### src/rtl/uart_rx.sv
// uart_rx: asynchronous serial receiver, start + DATA_BITS (LSB first) + 1 stop.
// Ports: i_clk, i_rstn, i_rx line in; o_data/o_valid/i_ready word handshake;
//        o_frame_err, o_overrun one-cycle error pulses; o_busy = not idle.
module uart_rx #(
    parameter int DIV       = 868,
    parameter int DATA_BITS = 8
) (
    input  logic                 i_clk,
    input  logic                 i_rstn,
    input  logic                 i_rx,
    output logic [DATA_BITS-1:0] o_data,
    output logic                 o_valid,
    input  logic                 i_ready,
    output logic                 o_frame_err,
    output logic                 o_overrun,
    output logic                 o_busy
);

    localparam int CW = (DIV > 1) ? $clog2(DIV) : 1;
    localparam int IW = $clog2(DATA_BITS + 1);

    localparam logic [CW-1:0] RELOAD = CW'(DIV - 1);
    localparam logic [CW-1:0] HALF   = CW'(DIV / 2 - 1);
    localparam logic [IW-1:0] LAST   = IW'(DATA_BITS - 1);

    typedef enum logic [2:0] {
        IDLE,
        START,
        DATA,
        STOP,
        BRK
    } state_t;

    state_t               state;
    logic                 rx_m;
    logic                 rx_s;
    logic [CW-1:0]        cnt;
    logic [IW-1:0]        idx;
    logic [DATA_BITS-1:0] shreg;
    logic                 tick;

    // Two-flop synchronizer; idle-high so reset does not look like a start bit.
    always_ff @(posedge i_clk or negedge i_rstn) begin
        if (!i_rstn) begin
            rx_m <= 1'b1;
            rx_s <= 1'b1;
        end else begin
            rx_m <= i_rx;
            rx_s <= rx_m;
        end
    end

    assign tick   = (cnt == '0);
    assign o_busy = (state != IDLE);

    always_ff @(posedge i_clk or negedge i_rstn) begin
        if (!i_rstn) begin
            state       <= IDLE;
            cnt         <= '0;
            idx         <= '0;
            shreg       <= '0;
            o_data      <= '0;
            o_valid     <= 1'b0;
            o_frame_err <= 1'b0;
            o_overrun   <= 1'b0;
        end else begin
            o_frame_err <= 1'b0;
            o_overrun   <= 1'b0;

            // Consume; a delivery below in the same cycle overrides this.
            if (o_valid && i_ready) begin
                o_valid <= 1'b0;
            end

            if (state != IDLE) begin
                cnt <= tick ? RELOAD : cnt - CW'(1);
            end

            case (state)
                IDLE: begin
                    if (!rx_s) begin
                        state <= START;
                        cnt   <= HALF;
                    end
                end
                START: begin
                    if (tick) begin
                        if (rx_s) begin
                            state <= IDLE;
                        end else begin
                            state <= DATA;
                            idx   <= '0;
                        end
                    end
                end
                DATA: begin
                    if (tick) begin
                        shreg <= {rx_s, shreg[DATA_BITS-1:1]};
                        if (idx == LAST) begin
                            state <= STOP;
                        end else begin
                            idx <= idx + IW'(1);
                        end
                    end
                end
                STOP: begin
                    if (tick) begin
                        if (rx_s) begin
                            state <= IDLE;
                            if (!o_valid || i_ready) begin
                                o_data  <= shreg;
                                o_valid <= 1'b1;
                            end else begin
                                o_overrun <= 1'b1;
                            end
                        end else begin
                            state       <= BRK;
                            o_frame_err <= 1'b1;
                        end
                    end
                end
                BRK: begin
                    // Held-low line must return high before a new start is accepted.
                    if (rx_s) begin
                        state <= IDLE;
                    end
                end
                default: begin
                    state <= IDLE;
                end
            endcase
        end
    end

endmodule

### config.mk
export PLATFORM = sky130hd
export DESIGN_NAME = uart_rx
export DESIGN_NICKNAME = d
export VERILOG_FILES = /design/src/rtl/uart_rx.sv
export SDC_FILE = /design/constraint.sdc
export NUM_CORES = 1
export LEC_CHECK = 0
export ABC_AREA = 0
export CORE_MARGIN = 1
export CORE_UTILIZATION = 50
export DETAILED_ROUTE_END_ITERATION = 8
export PLACE_DENSITY = 0.74
export SLEW_MARGIN = 20
export SYNTH_ARGS = -nofsm -noshare
export SYNTH_HDL_FRONTEND = slang
export SYNTH_SLANG_ARGS = --single-unit
### constraint.sdc
create_clock -name i_clk -period 2.2 [get_ports i_clk]
set_input_delay 0.22 -clock i_clk [delete_from_list [all_inputs] [get_ports i_clk]]
set_output_delay 0.22 -clock i_clk [all_outputs]
set_load 0.005 [all_outputs]
Word-level counts from Yosys, hierarchy flattened
Index checks and enable logic that the tools add are counted.
{ "op_classes": {"addsub": 2, "mux": 30, "eq_ne": 13, "n_reduce_logical": 11} }
{ "ops": {"columns": ["cell", "n"], "rows": [
  ["$mux W10", 4],
  ["$mux W3", 7],
  ["$mux W4", 4],
  ["$ne A2 B2 Y1 const B", 8],
  ["$pmux W3 S5", 1],
  ["$mux W1", 12],
  ["$logic_not A10 Y1", 1],
  ["$sub A10 B1 Y10 const B", 1],
  ["$pmux W4 S2", 1],
  ["$eq A3 B2 Y1 const B", 2],
  ["$reduce_and A6 Y1", 1],
  ["$reduce_and A5 Y1", 1],
  ["$add A4 B1 Y4 const B", 1],
  ["$eq A4 B3 Y1 const B", 1],
  ["$reduce_and A4 Y1", 1],
  ["$eq A3 B1 Y1 const B", 1],
  ["$eq A3 B3 Y1 const B", 1],
  ["$logic_not A3 Y1", 1],
  ["$reduce_bool A3 Y1", 1],
  ["$mux W2", 1],
  ["$reduce_and A2 Y1", 1],
  ["$reduce_bool A2 Y1", 1],
  ["$logic_and A1 B1 Y1", 1],
  ["$logic_not A1 Y1", 1],
  ["$logic_or A1 B1 Y1", 1]
]} }
{ "word_totals": {"out_inout_bits": 12, "regBits": 38, "in_bits": 4, "word_cells": 66} }

Longest topological paths before layout
{ "logic_depth": {"depth_word": 6, "depth_mapped": 6, "ltp_nobuf": 6} }

Worst setup path before layout
Ideal clock, no wire load.
{ "synth_path": {"kind": "flip-flop to flip-flop", "start": "register cnt[0]", "end": "register o_data[0]", "setup_ns": 0.125, "arrival_ns": 1.946, "path_buffers": 0, "period_less_slack_ns": 2.071, "setup_slack_ns": 0.129, "t_required_ns": 2.075, "path_stages_with_launch": 6, "path_cell_list": "dfrtp_1 > inv_1 > ha_1 > or3b_2 > nor4b_4 > mux2_2"} }
{ "synth_via": {"elab_chain_len": 2} }
{ "synth_lines": {"columns": ["element", "line_no", "source"], "rows": [
  ["start, declared", "37", "logic [CW-1:0] cnt;"],
  ["start signal, assigned", "76", "cnt <= tick ? RELOAD : cnt - CW'(1);"],
  ["$logic_not A10 Y1", "53", "assign tick = (cnt == '0);"],
  ["$reduce_and A4 Y1 (no source line)", null, null],
  ["end signal, assigned", "111", "o_data <= shreg;"],
  ["end, declared", "11", "output logic [DATA_BITS-1:0] o_data,"]
]} }
No other way between the ends.
A chain may end at the register's enable or synchronous reset.

Worst setup path after layout
Ends and elaborated chain as after synthesis.

==> impl_metrics.yaml <==
logic_synthesis:
  synth_mux_area_share_pct: 12.3
  netlist_area_um2: 1720
  synth_most_common_cell: "dfrtp_1"
  synth_common_cells: "dfrtp_1 (36), mux2_2 (17), nand2_1 (10), nor2_1 (10), inv_1 (7)"
  synth_edf_count: 0
  synthTopCellsByArea: "dfrtp_1 (52%), mux2_2 (11%), dfstp_2 (3.1%)"
  synthArstFlopShare_pct: 100
  synth_top_family_by_area: "simple AND/OR/NAND/NOR gates"
  synth_top_cell_by_area: "dfrtp_1"
  synthSimpleGateAreaFrac_pct: 20.0
  ys_seq_elements: 38
  avgSynthCellArea_um2: 11.8
  synth-seq-area-share_pct: 55.5
  yosys_warnings: 0
  synth_nets: 151
  syn_inst: 145
  synth_xor_xnor_area_share_pct: 2.55
  ys.flop_type: "dfrtp_1"
  ys_types: 39
  synth_compound_area_share_pct: 5.90
  synth_top_cell_area_share_pct: 52.4
  synth_fa_ha_area_share_pct: 1.46
floorplanning:
  num_io_pins: 16
  fp-row-count: 20
  die-width_um: 60.6
  die_h_um: 60.6
  coreArea_um2: 3150
  die-area_um2: 3670
  start_util_pct: 54.5
global_routing:
  overflow: 0
  grt_pass1_wl_um: 5510
  grt_max_degree: 39
  grt_pass1_vias: 1225
  grt_usage_pct: 21.0
  antenna_found_initial: 0
sta:
  period_minus_slack_ps: 2110
  tightest_slew_ps: 836
  layout_setup_ws_ps: 90.4
  setup_viol: 0
  final-hold-violation-count: 0
  fmax_mhz: 474
  slew_violations: 0
  fin_crit_sh_pct: 95.9
  tns_ps: 0
  hold_ws_ps: 275
  relSlewSlack_pct: 44.2
  rsz0062_at_grt: "false"
  fin_worst_skew_ps: 8.60
cts:
  path_clk_slew_ps: 110
  cts_root_buf: "clkbuf_4"
  clock-sinks: 38
  clk_latency_ps: 340
  numCtsBuffers: 5
  cts_tree: "done"
  clockBufferDepth: 2
  htree_levels: 2
worst_hold_path:
  hp-class: "in2reg"
  hp-start: "i_rx"
  min_path_cells: 1
  min_to: "rx_m"
route:
  wire_per_inst_um: 14.9
  vias_per_cell: 5.61
  highest_layer: "met4"
  drc_errors: 0
  ant_nets: 0
  vias: 1212
  met3_length_um: 153
  wl_met2_um: 1540
  wl_met1_um: 1500
  wirelength_um: 3220
  drt_iter0_drc: 38
  drt-pass1-iter-count: 4
placement:
  port_buffers: 15
  gp_congestion: 0.826
  place_ws_ps: 96.6
  placed_area_um2: 1940
  hpwl_um: 2130
  dp_cells: 206
setup_path:
  crit_path_cell_trace: "inv_1 -> ha_1 -> or3b_2 -> nor4b_4 -> buf_6 -> mux2_2"
  cp.arrival_ps: 2340
  cp_max_fo: 8
  rrSetupSlack_ps: 90
  regToRegEndpoint: "o_data[0]"
  r2r-start: "cnt[0]"
  required_ps: 2430
  start_kind: "flip-flop"
  slowest_stage: "or3b_2"
  max_stage_delay_ps: 500
  ff2ff_path_depth: 6
  criticalPathCategory: "reg2reg"
  end_kind: "flip-flop"
layout:
  fin_nets: 177
  n_antenna_cell: 0
  drive_above_1_share_pct: 25.0
  layoutNonFillerInstCount: 216
  synthToLayoutAreaGrowth_pct: 19.5
  layout.cell_area.non_filler_um2: 2050
pwr:
  max-vdd-ir-drop_mv: 0.369
  cellLeakagePower_nw: 0.930
  pwr_density_cell_nw_per_um2: 575
run:
  cap_violations: 0
outcome:
  status: "finished clean"
cells in the final DEF, fill, tap and decap left out, types with 4 or more instances in the layout:
| cell type | instances |
|---|---|
| dfrtp_1 | 36 |
| mux2_2 | 17 |
| clkdlybuf4s50_1 | 14 |
| nor2_1 | 10 |
| nand2_1 | 10 |
| inv_1 | 7 |
| nand3_1 | 6 |
| nor4_1 | 5 |
| clkbuf_4 | 5 |
| buf_4 | 5 |
| o21ai_0 | 4 |
per-layer routing:
metal  vias to the layer above  track usage [%]
met2                        34             34.2
met5                         -                0
met1                       596             26.9
met3                         6             5.76
met4                         0             8.12
li1                        576                -
area by class of cell:
| class | instances | area, µm² |
|---|---|---|
| Fill cell | 256 | 1100 |
| Tap cell | 44 | 55.1 |
| Timing Repair Buffer | 22 | 204 |
| Clock inverter | 3 | 40.0 |
| Inverter | 7 | 26.3 |
| Sequential cell | 38 | 953 |
| Multi-Input combinational cell | 97 | 737 |
| Clock buffer | 5 | 37.5 |
kinds of logic (layout without fill, tap and decap cells):
group	Yosys count	count (layout)
mux	19	19
fa+ha+maj	2	2
flops	38	38
buf+inv	10	37
simple gates	56	56
xor+xnor	5	5
compound gates	15	15
state kept, by name, indices dropped and copies added, names as in the netlist:
signal	cells
idx	4
state	3
shreg	8
rx_s	1
rx_m	1
o_overrun	1
o_frame_err	1
o_valid	1
cnt	10
o_data	8
critical path, delay by kind of cell, from the launching register on:
kind	cells	cell delay [ps]
simple gates	2	800
flops	1	420
mux	1	340
buf+inv	2	260
fa+ha+maj	1	180
timing repair:
| action | CTS | global route |
|---|---|---|
| setup endpoints to repair | 1 | 9 |
| hold buffers | 1 | 0 |
| hold endpoints to repair | 36 | 0 |
| gates resized for setup | 1 | 2 |
| buffers inserted | 0 | 1 |
| pin swaps | 0 | 1 |
through the flow:
stage                     util, %  power (mW)
final                        65.1        1.18
after global routing         65.1        1.23
after CTS                    64.6        1.20
after detailed placement     61.6       0.738
after global placement       61.6       0.737
after floorplan                 -       0.719
worst max path at each step:
stage | from | to | slack [ps] | cells after the start
5_1_grt | cnt[0] | o_data[0] | 20 | 6
4_1_cts | cnt[0] | o_data[0] | 70 | 6
3_5_place_dp | cnt[0] | o_data[2] | 100 | 6
6_report | cnt[0] | o_data[0] | 90 | 6
2_1_floorplan | cnt[0] | o_data[0] | 130 | 5
3_3_place_gp | cnt[0] | o_data[5] | 160 | 6
report_power, final:
group | leakage [nW] | switching [mW] | internal, mW
sequential | 0.504 | 0.00276 | 0.702
combinational | 0.381 | 0.0148 | 0.00598
clock | 0.0450 | 0.221 | 0.235
Note: power is estimated with default switching activity, not from simulation.
